===== config.mk =====
export PLATFORM = sky130hd
export DESIGN_NAME = spidergon_flit_injector
export DESIGN_NICKNAME = d
export VERILOG_FILES = /design/src/rtl/spidergon_flit_injector.sv
export SDC_FILE = /design/constraint.sdc
export NUM_CORES = 1
export LEC_CHECK = 0
export CORE_ASPECT_RATIO = 1.75
export CORE_UTILIZATION = 50
export CTS_BUF_LIST = sky130_fd_sc_hd__clkbuf_8
export DETAILED_ROUTE_END_ITERATION = 10
export PLACE_DENSITY = 0.88
export SLEW_MARGIN = 20
export SYNTH_ARGS = -nofsm -noshare
export SYNTH_HDL_FRONTEND = slang
export SYNTH_SLANG_ARGS = --single-unit

===== constraint.sdc =====
create_clock -name clk -period 6.4 [get_ports clk]
set_clock_uncertainty 0.05 [all_clocks]
set_input_delay 0.96 -clock clk [delete_from_list [all_inputs] [get_ports clk]]
set_output_delay 0.96 -clock clk [all_outputs]
set_load 0.05 [all_outputs]

===== src/rtl/spidergon_flit_injector.sv =====
// Spidergon packet injector: accepts one packet request at a time, picks a
// virtual channel by the dateline rule, and launches head/body/tail flits
// under per-VC credit flow control. No back-pressure on the flit output.
module spidergon_flit_injector #(
    parameter int NUM_OF_NODES            = 8,
    parameter int FLIT_DATA_WIDTH         = 16,
    parameter int NUM_OF_VIRTUAL_CHANNELS = 2,
    parameter int NODE_ID                 = 0,
    parameter int PKT_LEN                 = 4,
    parameter int VC_DEPTH                = 2,
    localparam int DEST_W                 = $clog2(NUM_OF_NODES)
) (
    input  logic                       clk,
    input  logic                       reset,
    input  logic                       en,
    input  logic                       req_valid,
    input  logic [DEST_W-1:0]          req_dest,
    output logic                       req_ready,
    input  logic [1:0]                 credit_in,
    output logic                       flit_valid,
    output logic [1:0]                 flit_type,
    output logic                       flit_vc,
    output logic [FLIT_DATA_WIDTH-1:0] flit_data,
    output logic [15:0]                pkt_count,
    output logic                       err_self,
    output logic                       credit_err
);

    localparam int                CRED_W   = $clog2(VC_DEPTH + 1);
    localparam logic [CRED_W-1:0] CRED_MAX = CRED_W'(VC_DEPTH);

    typedef enum logic [1:0] {IDLE, HEAD, BODY, TAIL} state_e;

    state_e                          state_q, state_d;
    logic [DEST_W-1:0]               dest_q, dest_d;
    logic                            vc_q, vc_d;
    logic [7:0]                      idx_q, idx_d;
    logic [15:0]                     pkt_count_q, pkt_count_d;
    logic                            err_self_q, err_self_d;
    logic                            credit_err_q, credit_err_d;
    logic [1:0][CRED_W-1:0]          credit_q, credit_d;
    logic                            flit_valid_q, flit_valid_d;
    logic [1:0]                      flit_type_q, flit_type_d;
    logic                            flit_vc_q, flit_vc_d;
    logic [FLIT_DATA_WIDTH-1:0]      flit_data_q, flit_data_d;

    logic                            accept;
    logic                            launch;
    logic                            dest_bad;
    logic [FLIT_DATA_WIDTH-1:0]      head_data;
    logic [FLIT_DATA_WIDTH-1:0]      body_data;

    assign req_ready = (state_q == IDLE) & en & reset;
    assign accept    = req_valid & req_ready;
    assign launch    = (state_q != IDLE) && (credit_q[vc_q] != '0);
    assign dest_bad  = (int'(req_dest) == NODE_ID) || (int'(req_dest) >= NUM_OF_NODES);

    // Payload formats: head carries source/destination, body/tail carry the
    // packet sequence number and the flit index within the packet.
    always_comb begin
        head_data      = '0;
        head_data[5:3] = 3'(NODE_ID);
        head_data[2:0] = 3'(dest_q);
        body_data      = (FLIT_DATA_WIDTH'(pkt_count_q) << 8) | FLIT_DATA_WIDTH'(idx_q);
    end

    // Next-state logic for the packet FSM, flit registers, credits and flags.
    always_comb begin
        // NOTE: every variable gets its default first so no path leaves one unassigned (no latch).
        state_d      = state_q;
        dest_d       = dest_q;
        vc_d         = vc_q;
        idx_d        = idx_q;
        pkt_count_d  = pkt_count_q;
        err_self_d   = err_self_q;
        credit_err_d = credit_err_q;
        credit_d     = credit_q;
        flit_valid_d = launch;
        flit_vc_d    = launch ? vc_q : 1'b0;
        flit_type_d  = 2'b00;
        flit_data_d  = '0;

        unique case (state_q)
            IDLE: begin
                if (accept) begin
                    if (dest_bad) begin
                        err_self_d = 1'b1;
                    end else begin
                        dest_d  = req_dest;
                        vc_d    = (int'(req_dest) > NODE_ID) ? 1'b0 : 1'b1;
                        state_d = HEAD;
                    end
                end
            end
            HEAD: begin
                if (launch) begin
                    flit_type_d = 2'b01;
                    flit_data_d = head_data;
                    idx_d       = 8'd1;
                    state_d     = (PKT_LEN == 2) ? TAIL : BODY;
                end
            end
            BODY: begin
                if (launch) begin
                    flit_type_d = 2'b10;
                    flit_data_d = body_data;
                    idx_d       = idx_q + 8'd1;
                    if (idx_q == 8'(PKT_LEN - 2)) state_d = TAIL;
                end
            end
            TAIL: begin
                if (launch) begin
                    flit_type_d = 2'b11;
                    flit_data_d = body_data;
                    pkt_count_d = pkt_count_q + 16'd1;
                    state_d     = IDLE;
                end
            end
            default: state_d = IDLE;
        endcase

        // A launch and a returning credit on the same VC cancel out.
        for (int v = 0; v < 2; v++) begin
            if (launch && (vc_q == 1'(v)) && !credit_in[v]) begin
                credit_d[v] = credit_q[v] - 1'b1;
            end else if (credit_in[v] && !(launch && (vc_q == 1'(v)))) begin
                if (credit_q[v] == CRED_MAX) credit_err_d = 1'b1;
                else                          credit_d[v]  = credit_q[v] + 1'b1;
            end
        end
    end

    // FSM state register.
    always_ff @(posedge clk or negedge reset) begin
        // NOTE: non-blocking assignments so every register samples pre-edge values.
        if (!reset) state_q <= IDLE;
        else        state_q <= state_d;
    end

    // Datapath, credit and flag registers; reset discards any packet in flight.
    always_ff @(posedge clk or negedge reset) begin
        if (!reset) begin
            dest_q       <= '0;
            vc_q         <= 1'b0;
            idx_q        <= '0;
            pkt_count_q  <= '0;
            err_self_q   <= 1'b0;
            credit_err_q <= 1'b0;
            credit_q     <= {2{CRED_MAX}};
            flit_valid_q <= 1'b0;
            flit_type_q  <= 2'b00;
            flit_vc_q    <= 1'b0;
            flit_data_q  <= '0;
        end else begin
            dest_q       <= dest_d;
            vc_q         <= vc_d;
            idx_q        <= idx_d;
            pkt_count_q  <= pkt_count_d;
            err_self_q   <= err_self_d;
            credit_err_q <= credit_err_d;
            credit_q     <= credit_d;
            flit_valid_q <= flit_valid_d;
            flit_type_q  <= flit_type_d;
            flit_vc_q    <= flit_vc_d;
            flit_data_q  <= flit_data_d;
        end
    end

    assign flit_valid = flit_valid_q;
    assign flit_type  = flit_type_q;
    assign flit_vc    = flit_vc_q;
    assign flit_data  = flit_data_q;
    assign pkt_count  = pkt_count_q;
    assign err_self   = err_self_q;
    assign credit_err = credit_err_q;

endmodule


; ---- Word-level counts from Yosys, hierarchy flattened
; Cells that the tools add are included.
[op_classes]
add_sub_neg = 6
n_lt_le_gt_ge = 2
eq_ne = 14
mux = 33
bitwise_logic = 6
n_reduce_logical = 26
[op_table]
columns = cell, count
row1 = 2-to-1 mux 2 bit, 16
row2 = one-hot mux 16 bit (2 select lines), 1
row3 = adder 16 x 1 -> 16 bit (second input constant), 1
row4 = 2-to-1 mux 16 bit, 1
row5 = 2-to-1 mux 8 bit, 2
row6 = inequality test 2 bit (second input constant), 8
row7 = OR 16 x 8 -> 16 bit, 1
row8 = one-hot mux 8 bit (2 select lines), 1
row9 = nonzero test 2 bit, 5
row10 = 2-to-1 mux 1 bit, 9
row11 = AND reduction 3 bit, 3
row12 = adder 8 x 1 -> 8 bit (second input constant), 1
row13 = equality test 2 bit (second input constant), 4
row14 = equality test 8 x 2 -> 1 bit (second input constant), 1
row15 = one-hot mux 2 bit (4 select lines), 1
row16 = logical AND 1 bit, 7
row17 = one-hot mux 2 bit (3 select lines), 1
row18 = AND reduction 2 bit, 3
row19 = AND reduction 6 bit, 1
row20 = adder 2 x 1 -> 2 bit (second input constant), 2
row21 = zero test 1 bit, 4
row22 = subtractor 2 x 1 -> 2 bit (second input constant), 2
row23 = bitwise AND 1 bit, 3
row24 = > comparator 3 x 1 -> 1 bit (second input constant), 1
row25 = 7 further kinds, 8
[totals]
register_bits = 56
in_bits = 9
out_inout_bits = 39

; ---- Logic depth before layout (Yosys ltp)
[depth]
depth_word = 12
depth_mapped = 11
ltp_nobuf = 10

; ---- Worst setup path after synthesis
; No wires, ideal clock.
[synth_path]
path_kind = register -> output
from = reg state_q[0]
to = out req_ready
t_arrival_ns = 1.453
required_ns = 5.390
setup_slack_ns = 3.937
stages_incl_launch_ff = 5
cell_sequence = dfrtp_1 inv_1 ha_1 clkbuf_1 and3_1
[synth_via]
elab_chain_cells = 3
[synth_lines]
columns = item, line
row1 = "start, declared", 34  ; state_e state_q, state_d;
row2 = "start signal, assigned", 137  ; else state_q <= state_d;
row3 = zero test 2 bit, 53  ; assign req_ready = (state_q == IDLE) & en & reset;
row4 = bitwise AND 1 bit (2 in series), 53
row5 = "end, declared", 18  ; output logic req_ready,
; Every way passes these cells.

; ---- Worst setup path after layout
[layout_path]
from = in reset
to = out req_ready
[layout_via]
elab_chain_cells = 1
[layout_lines]
columns = item, line
row1 = "start, declared", 14  ; input logic reset,
row2 = bitwise AND 1 bit, 53
; Every way passes these cells.

==> qor.yml <==
sta:
  fin_crit_ns: 3.67
  rsz0062_at_grt: "false"
  slew-limit-headroom: 0.415
  maxSlewViolCount: 0
  post-route-worst-setup-slack_ns: 2.73
  timing.final.crit_share: 0.574
  timing_worst_slew_pin_value_ns: 0.873
  fmaxAchievable_mhz: 272
  setup_viol_count_final: 0
  final_hold_viols: 0
  fin_setup_tns_ns: 0
final_layout:
  antenna_cells: 0
  finish.net_count: 282
  area_delta_synth_final_pct: 21.9
  layout.cells.most_common_list: "sky130_fd_sc_hd__dfrtp_1, sky130_fd_sc_hd__clkdlybuf4s50_1, sky130_fd_sc_hd__xnor2_1"
  final_layout_size_suffix_gt1_frac: 0.110
  leading_cell_type_in_the_layout_fill_and_taps_excluded: "sky130_fd_sc_hd__dfrtp_1"
min_path:
  hold_path.class: "flop to flop"
yosys:
  dominantRegCellSynth: "sky130_fd_sc_hd__dfrtp_1"
  synth.top_cell.area_share: 0.525
  syn_avg_cell_area_um2: 11.8
  synth-edff-count: 0
  count_of_cell_types_in_the_netlist: 42
  yosysWarningCount: 0
  synth_largest_area_cell: "sky130_fd_sc_hd__dfrtp_1"
  proportion_of_synthesized_flip_flops_having_asynchronous_set_or_reset: 1.00
  synth_sequential_area_ratio: 0.545
  synth.area.top_cells: "sky130_fd_sc_hd__dfrtp_1, sky130_fd_sc_hd__ha_1, sky130_fd_sc_hd__xnor2_1"
  synthCells: 219
  mappedNetlistNets: 239
  synth_area_um2: 2580
  postSynthRegisterBits: 56
detailed_routing:
  drt-pass1-iter-count: 4
  detail_route.drc_violations: 0
  wl_per_cell_um: 14.0
  detail_route.vias_per_cell: 5.57
  detailroute.via_count: 1767
  drt_iter0_drc: 38
  number_of_nets_still_failing_antenna_checks_after_routing: 0
  detail_route.wirelength_mm: 4.45
floorplan:
  die_h_um: 97.0
  ioPinCount: 48
  area_of_the_die_um2: 5450
  starting_density_of_the_core: 0.518
  die_x_um: 56.3
  core_um2: 4980
  core.rowCount: 34
job:
  max_cap_violations: 0
place:
  final_gp_congestion: 0.797
  io_buffers: 47
  dp_hpwl_mm: 3.23
  dp_worst_setup_slack_ns: 2.68
clock_tree:
  clock_sink_count: 56
  cts.path.max_buffers: 2
  clockRootBuffer: "sky130_fd_sc_hd__clkbuf_8"
  ctsHoldBuffers: 0
  tritoncts: "built"
  post_cts_resize_count: 0
  h_tree_lvls: 2
  clock_insertion_delay_worst_skew_ns: 0.30
  post-cts-setup-buffers: 0
  numCtsBuffers: 5
  clk_transition_reported_paths_ns: 0.09
power_and_ir_drop:
  static_leakage_nw: 1.41
  powerDensity_nw_per_um2: 414
  ir_worst_vdd_v: 0.000365
grt:
  globalRouteOverflowTotal: 0
  antenna_found_initial: 0
  grt_first_pass_wirelength_mm: 7.78
  grtUsageTotal: 0.176
  grt_start_max_net_pins: 59
  via_count_of_the_first_global_routing_pass: 1804
setup_path:
  worst_ep_required_time_ns: 5.39
  crit_type: "input pin to output port"
  cp_slowest_cell: "sky130_fd_sc_hd__clkdlybuf4s50_1"
  critical_path_end_type: "output port"
  cp_max_fo: 58
  timing.critical_path.cells: "buf_2 > buf_4 > and3_1 > clkdlybuf4s50_1"
  arrival_ns: 2.66
  worst_setup_path_start_kind: "input pin"
  timing.critical_path.slowest_cell_delay_ns: 0.80
outcome:
  status: "finished clean"
[metal layers]
layer,vias to the layer above,part of all wire,global-route usage
li1,835,-,-
met1,887,0.41,0.195
met2,43,0.55,0.324
met3,2,0.034,0.0348
met4,0,0.0085,0.0600
met5,-,0,0
[critical path: cells and delay by family]
| kind | cells | cell delay, ns |
|---|---|---|
| buffers and inverters | 3 | 1.40 |
| AND/OR/NAND/NOR | 1 | 0.27 |
[kinds of logic (layout without fill, tap and decap cells)]
family                     count (synthesis)  in the layout  share of synthesized area
AOI/OAI and AO/OA                         33             33                      0.110
adders and majority gates                 11             11                     0.0534
xor gates and xnor gates                  19             19                     0.0646
and+or+nand+nor                           72             72                      0.158
DFF                                       56             56                      0.545
buffers and inverters                     23             67                     0.0461
muxes                                      5              5                     0.0233
[state kept, by name, summed over array words and instances, names as in the netlist]
signal	cells
state_q	2
idx_q	8
flit_data	16
flit_type	2
err_self	1
credit_err	1
pkt_count	16
flit_vc	1
dest_q	3
credit_q	4
vc_q	1
flit_valid	1
[synthesized netlist by cell type, drive strengths merged, types with 2 or more instances]
cell and number:
nor2b 5, inv 11, dfstp 2, a22o 2, o21ai 7, nor2 7, buf 10, and4 3
xnor2 15, ha 11, a2111oi 2, nor3 5, or4 2, and3 4, or2 2, or3 4
dfrtp 54, clkbuf 2, a21oi 6, a32o 3, nand2 12, nand3 7, nand4 5, xor2 4
mux2 5, o31ai 3, a221o 2, nand2b 2, a21o 3, and2 13
[report_power, final]
part / internal [mW] / switching (mW)
combinational: 0.217 / 0.366
clock: 0.0887 / 0.110
sequential: 0.441 / 0.0786
[final cells by class]
class / instances / area (um^2)
Clock buffer: 6 / 82.6
Clock inverter: 2 / 13.8
Fill cell: 396 / 1840
Inverter: 11 / 41.3
Multi-Input combinational cell: 140 / 1060
Sequential cell: 56 / 1400
Tap cell: 54 / 67.6
Timing Repair Buffer: 48 / 473
[through the flow]
| step | power (mW) | area, um^2 | instances | hold WS [ns] | util |
|---|---|---|---|---|---|
| CTS | 1.30 | 3140 | 317 | 0.433 | 0.630 |
| global placement | 1.08 | 3040 | 309 | 0.412 | 0.611 |
| detailed placement | 1.10 | 3040 | 309 | 0.417 | 0.611 |
| global route | 1.38 | 3140 | 317 | 0.466 | 0.631 |
| floorplan | 0.952 | 2580 | 219 | 0.424 | - |
| finish | 1.30 | 3140 | 317 | 0.426 | 0.631 |
[path summary, 6_finish.rpt]
check                                          startpoint                         to  slack (ns)  cells past startpoint
min in group asynchronous                           reset     flit_data[4]$_DFF_PN0_        0.71                      2
worst min register to register  pkt_count[15]$_DFFE_PN0N_  pkt_count[15]$_DFFE_PN0N_        0.43                      1
max in group asynchronous                           reset   pkt_count[9]$_DFFE_PN0N_        5.12                      2
worst min-delay path            pkt_count[15]$_DFFE_PN0N_  pkt_count[15]$_DFFE_PN0N_        0.43                      1
worst max-delay path                                reset                  req_ready        2.73                      4
worst max register to register     state_q[0]$_DFFE_PN0P_    credit_q[3]$_DFFE_PN1P_        4.03                      9
Note: power is estimated with default switching activity, not from simulation.
